## src/rtl/router_in_buffer.sv

```systemverilog
// Input-port flit buffer: DEPTH-entry circular FIFO, first-word-fall-through head, occupancy exported as pressure.
// Optional statistics (high-water mark, sticky overflow flag) are built when RIB_STATS_EN is defined.
module router_in_buffer #(
    parameter int unsigned DEPTH    = 8,
    parameter int unsigned WIDTH    = 3,
    parameter int unsigned DATASIZE = 40
) (
    input  logic                rc_clk,
    input  logic                rst_n,
    input  logic [DATASIZE-1:0] link_data,
    input  logic                link_valid,
    output logic                link_ready,
    output logic [DATASIZE-1:0] rc_data,
    output logic                rc_valid,
    input  logic                rc_ready,
`ifdef RIB_STATS_EN
    output logic [WIDTH:0]      stat_hwm,
    output logic                stat_ovf,
`endif
    output logic [WIDTH:0]      pressure_out
);

    localparam int unsigned CNT_W = WIDTH + 1;
    localparam logic [CNT_W-1:0] FULL_CNT = CNT_W'(DEPTH);

    logic [DATASIZE-1:0] mem_q [DEPTH];
    logic [WIDTH-1:0]    wr_ptr_q, wr_ptr_d;
    logic [WIDTH-1:0]    rd_ptr_q, rd_ptr_d;
    logic [CNT_W-1:0]    count_q, count_d;
    logic                push_c, pop_c;

    // Handshake status depends on stored occupancy only; a same-cycle pop never frees a slot.
    assign link_ready   = (count_q != FULL_CNT);
    assign rc_valid     = (count_q != '0);
    assign rc_data      = mem_q[rd_ptr_q];
    assign pressure_out = count_q;

    assign push_c = link_valid & link_ready;
    assign pop_c  = rc_valid & rc_ready;

    // Next-state for pointers and occupancy.
    always_comb begin
        wr_ptr_d = wr_ptr_q;
        rd_ptr_d = rd_ptr_q;
        count_d  = count_q;
        if (push_c) begin
            wr_ptr_d = wr_ptr_q + WIDTH'(1);
        end
        if (pop_c) begin
            rd_ptr_d = rd_ptr_q + WIDTH'(1);
        end
        if (push_c && !pop_c) begin
            count_d = count_q + CNT_W'(1);
        end else if (pop_c && !push_c) begin
            count_d = count_q - CNT_W'(1);
        end
    end

    always_ff @(posedge rc_clk or negedge rst_n) begin
        if (!rst_n) begin
            wr_ptr_q <= '0;
            rd_ptr_q <= '0;
            count_q  <= '0;
        end else begin
            wr_ptr_q <= wr_ptr_d;
            rd_ptr_q <= rd_ptr_d;
            count_q  <= count_d;
        end
    end

    // Storage array is deliberately unreset; contents are masked by rc_valid.
    always_ff @(posedge rc_clk) begin
        if (push_c) begin
            mem_q[wr_ptr_q] <= link_data;
        end
    end

`ifdef RIB_STATS_EN
    logic [CNT_W-1:0] hwm_q, hwm_d;
    logic             ovf_q, ovf_d;

    // High-water mark tracks post-edge occupancy; overflow is any offer against a full buffer.
    always_comb begin
        hwm_d = hwm_q;
        ovf_d = ovf_q;
        if (count_d > hwm_q) begin
            hwm_d = count_d;
        end
        if (link_valid && (count_q == FULL_CNT)) begin
            ovf_d = 1'b1;
        end
    end

    always_ff @(posedge rc_clk or negedge rst_n) begin
        if (!rst_n) begin
            hwm_q <= '0;
            ovf_q <= 1'b0;
        end else begin
            hwm_q <= hwm_d;
            ovf_q <= ovf_d;
        end
    end

    assign stat_hwm = hwm_q;
    assign stat_ovf = ovf_q;
`endif

endmodule

```

## config.mk

```make
export PLATFORM = sky130hd
export DESIGN_NAME = router_in_buffer
export DESIGN_NICKNAME = d
export VERILOG_FILES = /design/src/rtl/router_in_buffer.sv
export SDC_FILE = /design/constraint.sdc
export NUM_CORES = 1
export LEC_CHECK = 0
export BUFFER_PORTS_ARGS = -buffer_cell sky130_fd_sc_hd__buf_2
export CAP_MARGIN = 0
export CORE_MARGIN = 8
export CORE_UTILIZATION = 30
export DETAILED_ROUTE_END_ITERATION = 16
export SYNTH_ARGS = -nofsm -noshare
export SYNTH_HDL_FRONTEND = slang
export SYNTH_SLANG_ARGS = --single-unit
```

## constraint.sdc

```tcl
create_clock -name rc_clk -period 4.9 [get_ports rc_clk]
set_clock_uncertainty 0.1 [all_clocks]
set_input_delay 0.245 -clock rc_clk [delete_from_list [all_inputs] [get_ports rc_clk]]
set_output_delay 0.245 -clock rc_clk [all_outputs]
set_load 0.01 [all_outputs]
```

==> impl_results.md <==
- First-pass GRT wire length: 39.6 mm
- I/O Buffers: 89
- Post-CTS Resized: 0
- Seq. cell area: 9870 sq um
- DP HPWL: 14.4 mm
- Highest clock rate: 306 MHz
- Max-slew violations: 0
- Post-Syn Nets: 575
- Global route total overflow: 0
- Tcrit/Tclk final: 66.6%
- Sw Ratio: 28.7%
- Postcts setup bufs: 0
- Reg2Reg Depth: 9
- # rows: 76
- Slew headroom: 13.1%
- Post-synth EDFFs: 320
- Clock Path Buffers: 3
- P&R area growth vs syn: 21.5%
- Synth Cell Area: 12,900 sq um
- Outcome: complete, no violations
- Total CTS buffers: 37
- Reg2reg start: pressure_out[0]$_DFFE_PN0P_
- Worst-Skew Late Latency: 530 ps
- TritonCTS clock tree: yes
- Final Wtd Congestion: 0.697
- Largest cells by area after synthesis: edfxtp_1, mux4_1, mux2_2
- Fin Setup TNS: 0 ps
- Final Hold Viols: 0
- Sequential share of the synthesized area: 76.2%
- Final Net Count: 737
- Starting Density: 30.2%
- WHS Path Cells: 2
- Yosys cell types: 31
- Area occupied by multi-input gates: 2970 sq um
- PD cells: 571 nW/um^2
- Worst-path clk slew: 50 ps
- Die Span Y: 224 um
- Top-Level Pins: 90
- Switching power total: 0.00258 W
- Yosys top cell area share: 74.2%
- Logic pwr share: 26.8%
- DR vias: 5,814
- First-pass DRT Iterations: 4
- Minimum clock period: 3260 ps
- Synthesized flop and latch total: 330
- Ys async rst share: 3.03%
- Hold crit path type: primary input to register
- Total GRT Usage: 10.6%
- Layout fillers: 3,911
- Max cap viols: 0
- Critical Path Start: rd_ptr_q[0]$_DFFE_PN0P_
- Final wirelength: 26.2 mm
- Seq pwr share: 43.3%
- Largest net degree at the start of global routing: 57
- Syn Area/Cell: 24.7 sq um
- CTS Root Cell: clkbuf_16
- DR iter-0 viols: 358
- Worst EP required: 4550 ps
- Vias in the first global route: 6,327
- Synth Flop Type: edfxtp_1
- Power Internal: 0.00640 W
- Critical Path Start Type: register
- Worst Hold Launch: link_data[38]
- Cell Area, Placed: 14,100 sq um
- Clock sinks: 330
- Clock Power Share: 29.9%
- Largest area contributor in the netlist: edfxtp_1
- Critical Path AT: 2920 ps
- Vias/cell: 4.61
- Maximum vdd drop: 0.000342 V
- Die width: 224 um
- Worst Path Max Fanout: 48
- DRC: 0
- Hold buffer count at cts: 44
- Die footprint: 50,000 sq um
- ANT cells: 0
- Final Cell Area: 15,700 sq um
- H-Tree Depth: 2
- Core area: 42,800 sq um
- Post-DRT Antenna Nets: 0
- Post-Synthesis Cells: 525
- RSZ-0062 raised after global routing: no
- Slew @ Worst Pin: 1290 ps
- Final setup violation count: 0
- Initial antenna violation count: 0
- Fraction of layout cells with a size suffix above 1: 30.0%
- CP Class: register to primary output
- Nature of the critical path endpoint: primary output
- P_leak: 5.34 nW
- Synth warnings: 0
- Routed wire per std cell: 20.7 um
[metal layers]
metal | global-route usage (%) | vias up | part of all wire [%]
met2 | 17.0 | 108 | 47
met4 | 3.82 | 0 | 2.2
met1 | 13.9 | 3031 | 47
met5 | 0 | - | 0
met3 | 2.56 | 38 | 4.3
li1 | - | 2637 | -
[through the flow]
stage	hold slack (ps)	total power (W)	std cells	worst slack (ps)	utilization, %
detailed placement	26.2	0.00644	1150	1840	33.0
finish	415	0.00898	1262	1640	36.8
floorplan	-151	0.00552	525	607	-
CTS	382	0.00918	1262	1540	36.8
global route	422	0.00945	1262	1530	36.8
global placement	23.6	0.00641	1150	1860	33.0
[power groups by stage]
stage          Combinational (W)  Clock [W]  Sequential (W)
2_1_floorplan            0.00179          0         0.00373
3_3_place_gp             0.00246          0         0.00395
5_1_grt                  0.00262    0.00288         0.00395
4_1_cts                  0.00250    0.00276         0.00392
3_5_place_dp             0.00246          0         0.00397
6_report                 0.00241    0.00268         0.00389
[area by class of cell]
class	count	area share (%)
Clock inverter	25	1.28
Multi-Input combinational cell	168	18.9
Timing Repair Buffer	148	6.43
Sequential cell	330	62.7
Clock buffer	43	6.30
Inverter	2	0.0477
Tap cell	546	4.34
[synthesized netlist by cell type (all sizes together), types with 3 or more instances]
| master | instances |
|---|---|
| edfxtp | 320 |
| mux4 | 80 |
| mux2 | 43 |
| buf | 17 |
| dfrtp | 10 |
| clkbuf | 8 |
| xnor2 | 6 |
| ha | 5 |
| nand2 | 5 |
| nand3 | 5 |
| nor3 | 5 |
| nor2 | 3 |
[path summary, 6_finish.rpt]
| kind | end | slack, ps |
|---|---|---|
| max in group asynchronous | rd_ptr_q[0]$_DFFE_PN0P_ | 3720 |
| worst min register to register | pressure_out[2]$_DFFE_PN0P_ | 470 |
| worst min-delay path | mem_q[1][38]$_DFFE_PP_ | 420 |
| worst max-delay path | rc_data[32] | 1640 |
| worst max register to register | pressure_out[3]$_DFFE_PN0P_ | 1870 |
| min in group asynchronous | pressure_out[0]$_DFFE_PN0P_ | 630 |
[flip-flops by register name (all words and copies together), names as in the netlist]
register      count
mem_q           320
pressure_out      4
rd_ptr_q          3
wr_ptr_q          3
[worst max-delay path: stages, from the launching register on]
cell     delay [ps]
dfrtp_4         860
buf_12          410
mux4_1          640
mux2_2          310
buf_2           150
[placed cells by master, fill, tap and decap left out, types with 2 or more instances in the layout]
cell type      count
a21oi_1            2
nand2b_1           2
edfxtp_1         320
buf_4             14
nor3_2             4
dfrtp_1            7
dlygate4sd3_1     44
xnor2_1            6
clkbuf_16         39
ha_1               5
inv_1              2
buf_2             89
clkinv_2           7
dfrtp_4            2
clkinv_1          10
bufinv_16          3
nor2_4             3
o211ai_1           2
clkbuf_1           4
mux4_1            79
mux2_2            43
clkinvlp_4         4
nand3_1            5
nand2_1            4
[cell families after synthesis]
kind of cell,synth area share [%]
buffers and inverters,1.32
xor gates and xnor gates,0.406
AOI/OAI and AO/OA,0.319
muxes,20.0
DFF,76.2
and+or+nand+nor,1.11
adders and majority gates,0.638
No activity file was read; power rests on OpenSTA's default activity.
